<file path="config.mk">
export PLATFORM = sky130hd
export DESIGN_NAME = fetch_sequencer
export DESIGN_NICKNAME = d
export VERILOG_FILES = /design/src/rtl/fetch_sequencer_pkg.sv /design/src/rtl/fetch_sequencer_pc_target_calc.sv /design/src/rtl/fetch_sequencer.sv
export SDC_FILE = /design/constraint.sdc
export NUM_CORES = 1
export LEC_CHECK = 0
export ABC_AREA = 1
export BUFFER_PORTS_ARGS = -buffer_cell sky130_fd_sc_hd__buf_2
export CORE_MARGIN = 1
export CORE_UTILIZATION = 33
export DETAILED_ROUTE_END_ITERATION = 8
export GPL_ROUTABILITY_DRIVEN = 0
export PLACE_DENSITY_LB_ADDON = 0.2
export SLEW_MARGIN = 10
export SYNTH_ARGS = -nofsm -noshare
export SYNTH_HDL_FRONTEND = slang
export SYNTH_SLANG_ARGS = --single-unit
</file>
<file path="constraint.sdc">
create_clock -name CLK -period 4.6 [get_ports CLK]
set_clock_uncertainty 0.15 [all_clocks]
set_input_delay 0.92 -clock CLK [delete_from_list [all_inputs] [get_ports CLK]]
set_output_delay 0.92 -clock CLK [all_outputs]
set_load 0.02 [all_outputs]
</file>
<file path="src/rtl/fetch_sequencer_pkg.sv">
// Shared types and constants for the instruction-fetch sequencer.
// Latency: n/a (declarations only).
// Backpressure: n/a.
package fetch_pkg;

    // Sequencer states; FAULT is only reachable with FETCH_ALIGN_CHECK_EN
    typedef enum logic [2:0] {
        IDLE  = 3'd0,
        FETCH = 3'd1,
        WAIT  = 3'd2,
        EXEC  = 3'd3,
        HOLD  = 3'd4,
        FAULT = 3'd5
    } state_e;

    // Sequential PC advance in bytes (one A64 instruction)
    localparam int unsigned PC_INC  = 4;
    // Instruction word width
    localparam int unsigned INSTR_W = 32;

endpackage

</file>
<file path="src/rtl/fetch_sequencer_pc_target_calc.sv">
// Next-PC selection: PC+4, or PC+byte offset when the branch is taken.
// Latency: purely combinational, 0 cycles.
// Backpressure: none; result is only consumed when execute retires.
module pc_target_calc
    import fetch_pkg::*;
#(
    parameter int PC_W = 64
) (
    input  logic [PC_W-1:0] cur_pc_i,
    input  logic [63:0]     imm_i,
    input  logic            branch_i,
    input  logic            zero_i,
    input  logic            uncond_i,
    output logic [PC_W-1:0] target_o
);

    logic taken;

    // CBZ-style conditional taken on zero, or unconditional; offset is in bytes
    // and both sums wrap modulo 2^PC_W.
    assign taken    = (branch_i & zero_i) | uncond_i;
    assign target_o = taken ? (cur_pc_i + imm_i[PC_W-1:0])
                            : (cur_pc_i + PC_W'(PC_INC));

endmodule

</file>
<file path="src/rtl/fetch_sequencer.sv">
// Multi-cycle fetch controller: owns the PC, fetches one word, waits for retire.
// Latency: best case 3 cycles per instruction (FETCH, WAIT, EXEC).
// Backpressure: request held stable until ImemReqReady; Stall holds before next fetch.
// Optional misaligned-target trap enabled by defining FETCH_ALIGN_CHECK_EN.
module fetch_sequencer
    import fetch_pkg::*;
#(
    parameter int PC_W  = 64,
    parameter int CNT_W = 32
) (
    input  logic                CLK,
    input  logic                resetl,
    input  logic [PC_W-1:0]     startpc,
    input  logic                Stall,
    output logic                ImemReqValid,
    input  logic                ImemReqReady,
    output logic [PC_W-1:0]     ImemAddr,
    input  logic                ImemRspValid,
    input  logic [INSTR_W-1:0]  ImemRspData,
    output logic [INSTR_W-1:0]  Instruction,
    output logic                InstrValid,
    input  logic                ExecDone,
    input  logic                Branch,
    input  logic                Uncondbranch,
    input  logic                ALUZero,
    input  logic [63:0]         SignExtImm64,
    output logic [PC_W-1:0]     CurrentPC,
    output logic [CNT_W-1:0]    InstrCount,
    output logic                Fault
);

    state_e               state_q;
    logic [PC_W-1:0]      pc_q;
    logic [PC_W-1:0]      pc_d;
    logic [INSTR_W-1:0]   instr_q;
    logic [CNT_W-1:0]     cnt_q;
    logic [CNT_W-1:0]     cnt_d;
    logic                 req_vld_q;
    logic                 instr_vld_q;
    logic                 fault_q;
    logic                 align_err;

    pc_target_calc #(
        .PC_W (PC_W)
    ) u_pc_target_calc (
        .cur_pc_i (pc_q),
        .imm_i    (SignExtImm64),
        .branch_i (Branch),
        .zero_i   (ALUZero),
        .uncond_i (Uncondbranch),
        .target_o (pc_d)
    );

    // Retire counter simply wraps at all-ones
    assign cnt_d = cnt_q + CNT_W'(1);

`ifdef FETCH_ALIGN_CHECK_EN
    // Any target not on a 4-byte boundary traps instead of being fetched
    assign align_err = |pc_d[1:0];
`else
    assign align_err = 1'b0;
`endif

    // Sequencer FSM with all outputs registered
    always_ff @(posedge CLK or negedge resetl) begin
        if (!resetl) begin
            state_q     <= IDLE;
            pc_q        <= '0;
            instr_q     <= '0;
            cnt_q       <= '0;
            req_vld_q   <= 1'b0;
            instr_vld_q <= 1'b0;
            fault_q     <= 1'b0;
        end else begin
            case (state_q)
                IDLE: begin
                    pc_q      <= startpc;
                    req_vld_q <= 1'b1;
                    state_q   <= FETCH;
                end
                FETCH: begin
                    // Request stays up, address frozen, until accepted
                    if (ImemReqReady) begin
                        req_vld_q <= 1'b0;
                        state_q   <= WAIT;
                    end
                end
                WAIT: begin
                    if (ImemRspValid) begin
                        instr_q     <= ImemRspData;
                        instr_vld_q <= 1'b1;
                        state_q     <= EXEC;
                    end
                end
                EXEC: begin
                    if (ExecDone) begin
                        instr_vld_q <= 1'b0;
                        cnt_q       <= cnt_d;
                        if (align_err) begin
                            // PC left pointing at the trapping instruction
                            fault_q <= 1'b1;
                            state_q <= FAULT;
                        end else begin
                            pc_q <= pc_d;
                            if (Stall) begin
                                state_q <= HOLD;
                            end else begin
                                req_vld_q <= 1'b1;
                                state_q   <= FETCH;
                            end
                        end
                    end
                end
                HOLD: begin
                    if (!Stall) begin
                        req_vld_q <= 1'b1;
                        state_q   <= FETCH;
                    end
                end
                FAULT: begin
                    state_q <= FAULT;
                end
                default: begin
                    state_q <= IDLE;
                end
            endcase
        end
    end

    assign ImemReqValid = req_vld_q;
    assign ImemAddr     = pc_q;
    assign CurrentPC    = pc_q;
    assign Instruction  = instr_q;
    assign InstrValid   = instr_vld_q;
    assign InstrCount   = cnt_q;
    assign Fault        = fault_q;

endmodule

</file>
Word level (Yosys, flattened, before mapping)
Index checks and enable logic that the tools add are counted.

storage, ports and cells
  bits in registers = 133
  output and inout bits = 195

operators by class
  add/subtract/negate cells = 3
  eq/ne operators = 9
  multiplexer cells = 16
  bitwise gates (word level) = 2
  reduce and logical (&&, ||, !) cells = 10

operator list
  cell                                           count
  2-to-1 mux 64 bit                              2
  one-hot mux 64 bit (2 select lines)            1
  adder 64 x 3 -> 64 bit, second input constant  1
  adder 64 bit                                   1
  adder 32 x 1 -> 32 bit, second input constant  1
  one-hot mux 3 bit (6 select lines)             1
  2-to-1 mux 3 bit                               5
  inequality test 2 bit, second input constant   4
  == test 3 x 2 -> 1 bit, second input constant  2
  == test 3 bit, second input constant           2
  AND reduction 2 bit                            3
  AND reduction 3 bit                            2
  2-to-1 mux 1 bit                               5
  one-hot mux 1 bit (4 select lines)             1
  AND reduction 4 bit                            1
  nonzero test 2 bit                             2
  nonzero test 4 bit                             1
  == test 3 x 1 -> 1 bit, second input constant  1
  logical NOT 3 bit                              1
  one-hot mux 1 bit (2 select lines)             1
  AND 1 bit                                      1
  bitwise OR 1 bit                               1

Logic depth before layout (Yosys ltp)
  depth in word-level cells = 5
  gate-level depth with buffers = 18
  depth with buffers taken out = 18

By module
A second synthesis with hierarchy kept.

second synthesis, totals
  cell total of the unflattened synthesis = 2576
  area, all modules = 14903.0 sq um

modules (own cells, without submodules)
  module           instances  cells an instance  area each (sq um)
  pc_target_calc   1          1824               8344.3
  fetch_sequencer  1          752                6558.8

Worst setup path after synthesis
Ideal clock, no wire load.

  kind = input to register
  start = input SignExtImm64[0]
  end = register pc_q[24], in the netlist CurrentPC[24]
  arrival time = 2633 ps
  required time = 4326 ps
  path slack = 1693 ps
  stages = 13
  path through = ha_1 > fa_1 > nand3_1 > nand3_1 > nand2_1 > nand2_1 > nand2_1 > nand3_1 > or2_2 > nand3_1 > nand2_1 > o211ai_1 > nand2_1

between the ends
  longest elaborated chain between the ends = 4

ends and longest elaborated chain
  element                              line                                  source
  from (decl)                          fetch_sequencer.sv:26                 input logic [63:0] SignExtImm64,
  adder 64 bit                         fetch_sequencer_pc_target_calc.sv:22  assign target_o = taken ? (cur_pc_i + imm_i[PC_W-1:0])
  2-to-1 mux 64 bit                    fetch_sequencer_pc_target_calc.sv:22
  2-to-1 mux 64 bit                    fetch_sequencer.sv:96                 if (ExecDone) begin
  one-hot mux 64 bit (2 select lines)  fetch_sequencer.sv:75                 case (state_q)
  to (signal assigned)                 fetch_sequencer.sv:77                 pc_q <= startpc;
  to (signal assigned)                 fetch_sequencer.sv:104                pc_q <= pc_d;
  to (decl)                            fetch_sequencer.sv:33                 logic [PC_W-1:0] pc_q;

Every way passes these cells. The select of a mux whose other input is x is not followed.
A chain may end at the register's enable or synchronous reset.

Worst setup path after layout
  start = register state_q[2]
  end = register state_q[1]

between the ends
  longest elaborated chain between the ends = 3
  elaborated cells between the ends (all ways) = 12

ends and longest elaborated chain
  element                                         line                   source
  from (decl)                                     fetch_sequencer.sv:32  state_e state_q;
  from (signal assigned)                          fetch_sequencer.sv:67  state_q <= IDLE;
  from (signal assigned)                          fetch_sequencer.sv:79  state_q <= FETCH;
  from (signal assigned)                          fetch_sequencer.sv:85  state_q <= WAIT;
  == test 3 x 2 -> 1 bit (tied with other cells)  fetch_sequencer.sv:75
  inequality test 2 bit (no line)                 -
  AND reduction 4 bit (no line)                   -

Several ways; a longest one is shown, not always the timed one.

==> impl_metrics.ini <==
[detailed_routing]
routed_wl_um = 65300
first_pass_iters = 6
drt-wirelength-per-cell_um = 18.7
via_per_inst = 5.11
ant_nets = 0
drc = 0
first_iter_violations = 1613
vias = 17900

[worst_setup_path]
reg2reg_depth = 10
reg2reg_slack_ns = 1.38
crit_arrival_ns = 3.44
crit_type = flop to flop
worstPathRequired_ns = 4.82
critPathMaxFanout = 52
critPathLaunchType = flop
endpoint_kind = flop

[timing]
drv_slew = 0
worst_pin_slew_ns = 1.02
finalSetupViolCount = 0
rsz0062_at_grt = false
fmax_mhz = 310
finalCritPeriodShare_pct = 70.1
fin_tns_setup_ns = 0
hold_violations = 0
max_slew_margin_pct = 32.0
period_minus_slack_ns = 3.22

[clocking]
clk_latency_ns = 0.46
cts_setup_buffers = 0
cts_sinks = 133
root_buffer = clkbuf_16
cts.clk_slew.worst_paths_ns = 0.06
cts_hold_buf = 0
tritoncts.num_buffers = 17
htreeDepth = 4
clockBufferDepth = 2
cts_tree = done
cts.repair.resized = 0

[yosys]
synth_cells = 2602
yosys_warnings = 0
synth.distinct_cells = 46
ys_seq_area_share_pct = 22.2
ys_ff_latch = 133
synth_area_um2 = 15000
synth.avg_cell_area_um2 = 5.75
synth_fp_nets = 2837

[die]
start_util_pct = 33.6
fp.dieArea_um2 = 46200
ios = 364
rows = 77
die_w_um = 215
core_area_um2 = 44500
die_y_um = 215

[place]
dpl.cell_count = 3464
place_area_um2 = 17000
dp_hpwl_um = 52700
port_buffers = 362

[run]
drv_cap = 0

[global_routing]
grt_start_max_net_pins = 82
gr-total-overflow = 0
groute.usage.overall_pct = 27.7
first_global_vias = 16900
antenna_found_initial = 7
grt_pass1_wl_um = 97200

[finish]
fillers = 4984
nets = 3126
final_cells = 3496
drive_above_1_share_pct = 16.8
syn2layout_area_growth_pct = 17.7
final_area_um2 = 17600

[pwr]
powerDensity_nw_per_um2 = 712
peakVddDrop_mv = 0.571
leakage_nw = 10.4

[min_path]
worstHoldPathCells = 2
hp-class = flop to flop

[outcome]
status = finished, final reports clean
-- cell usage in the layout (no fill, tap or decap), drive strengths merged, types with 2 or more instances in the layout --
cell type / instances
nand2: 970
nand4: 38
clkbuf: 19
or2: 22
xnor2: 19
xor2: 50
and2: 2
ha: 65
o21ai: 84
o21bai: 4
a21oi: 110
bufinv: 2
buf: 377
a31oi: 9
clkinvlp: 3
nand3b: 10
nor4: 6
dfrtp: 133
nor3: 49
mux2: 32
inv: 460
nand3: 167
o211ai: 10
nor2: 254
-- worst max-delay path, stage by stage (launching register included) --
cell and delay [ns]:
dfrtp_1 0.41, inv_2 0.10, nand2_2 0.11, nor2_8 0.31, buf_4 0.59, inv_2 0.58, nor2_1 0.39, nor3_1 0.13
o21ai_0 0.18, nor2_1 0.07, nor3_1 0.13
-- stage by stage --
stage | hold WS, ns | setup slack, ns | utilization (%) | total power [mW]
floorplan | 0.394 | 1.69 | - | 8.12
global placement | 0.305 | 1.08 | 38.2 | 10.9
detailed placement | 0.318 | 1.04 | 38.2 | 10.9
CTS | 0.335 | 1.32 | 39.6 | 12.4
global route | 0.371 | 1.11 | 39.6 | 13.5
finish | 0.324 | 1.38 | 39.6 | 12.5
-- worst paths after layout --
kind	from	endpoint
worst min-delay path	InstrValid$_DFFE_PN0P_	InstrValid$_DFFE_PN0P_
min in group asynchronous	resetl	InstrCount[18]$_DFFE_PN0P_
worst max-delay path	state_q[2]$_DFFE_PN0P_	state_q[1]$_DFFE_PN0P_
max in group asynchronous	resetl	CurrentPC[27]$_DFFE_PN0P_
worst min register to register	InstrValid$_DFFE_PN0P_	InstrValid$_DFFE_PN0P_
worst max register to register	state_q[2]$_DFFE_PN0P_	state_q[1]$_DFFE_PN0P_
-- layout make-up --
type / count / area [um^2] / area share [%]
diodes: 1 / 2.50 / 0.0142
flip-flops and latches: 133 / 3330 / 18.9
clock inverters: 12 / 140 / 0.796
clock buffers: 19 / 453 / 2.57
repair buffers: 377 / 1960 / 11.1
well taps: 592 / 741 / 4.21
multi-input cells: 1908 / 9290 / 52.7
inverters: 454 / 1710 / 9.70
-- cells by family (layout without fill, tap and decap cells) --
logic type	count (synthesis)	after routing	synth area share [%]
AO/OA/AOI/OAI	221	221	7.79
XOR/XNOR	69	69	4.04
multiplexers	32	32	2.41
flip-flops	133	133	22.2
adder cells (fa/ha/maj)	66	66	5.57
buffers and inverters	561	862	15.8
AND/OR/NAND/NOR	1519	1519	42.1
other	1	2	0.0251
-- state kept, by name (all words and copies together), names as in the netlist --
signal	count
ImemReqValid	1
InstrCount	32
CurrentPC	64
InstrValid	1
Instruction	32
state_q	3
-- metal layers --
metal	up-vias	routed length [um]	share of wire, %	track usage (%)
li1	8566	-	-	-
met2	879	30400	47	46.2
met5	-	62	0.095	0
met4	12	2200	3.4	10.1
met3	142	6060	9.3	5.87
met1	8258	26600	41	34.9
-- Yosys cell counts (all sizes together) --
| cell | n | area share [%] |
|---|---|---|
| a21oi | 110 | 3.7 |
| a31o | 1 | 0.059 |
| a31oi | 9 | 0.38 |
| and2 | 2 | 0.10 |
| buf | 70 | 3.4 |
| clkbuf | 37 | 0.94 |
| clkinv | 1 | 0.025 |
| conb | 1 | 0.025 |
| dfrtp | 133 | 22 |
| fa | 1 | 0.13 |
| ha | 65 | 5.4 |
| inv | 453 | 11 |
| mux2 | 32 | 2.4 |
| nand2 | 970 | 25 |
| nand3 | 167 | 5.6 |
| nand3b | 10 | 0.50 |
| nand4 | 38 | 1.7 |
| nor2 | 254 | 6.6 |
| nor3 | 49 | 1.8 |
| nor3b | 1 | 0.050 |
| nor4 | 6 | 0.25 |
| o211ai | 10 | 0.50 |
| o21a | 1 | 0.050 |
| o21ai | 84 | 2.8 |
| o21bai | 4 | 0.20 |
| o311ai | 1 | 0.059 |
| o31ai | 1 | 0.050 |
| or2 | 22 | 0.92 |
| xnor2 | 19 | 1.1 |
| xor2 | 50 | 2.9 |
-- power breakdown --
part / switching, mW / total, mW / internal (mW)
sequential: 0.993 / 2.63 / 1.64
combinational: 5.82 / 8.44 / 2.63
clock: 0.626 / 1.46 / 0.833
Power figures use the tool's default switching activity.
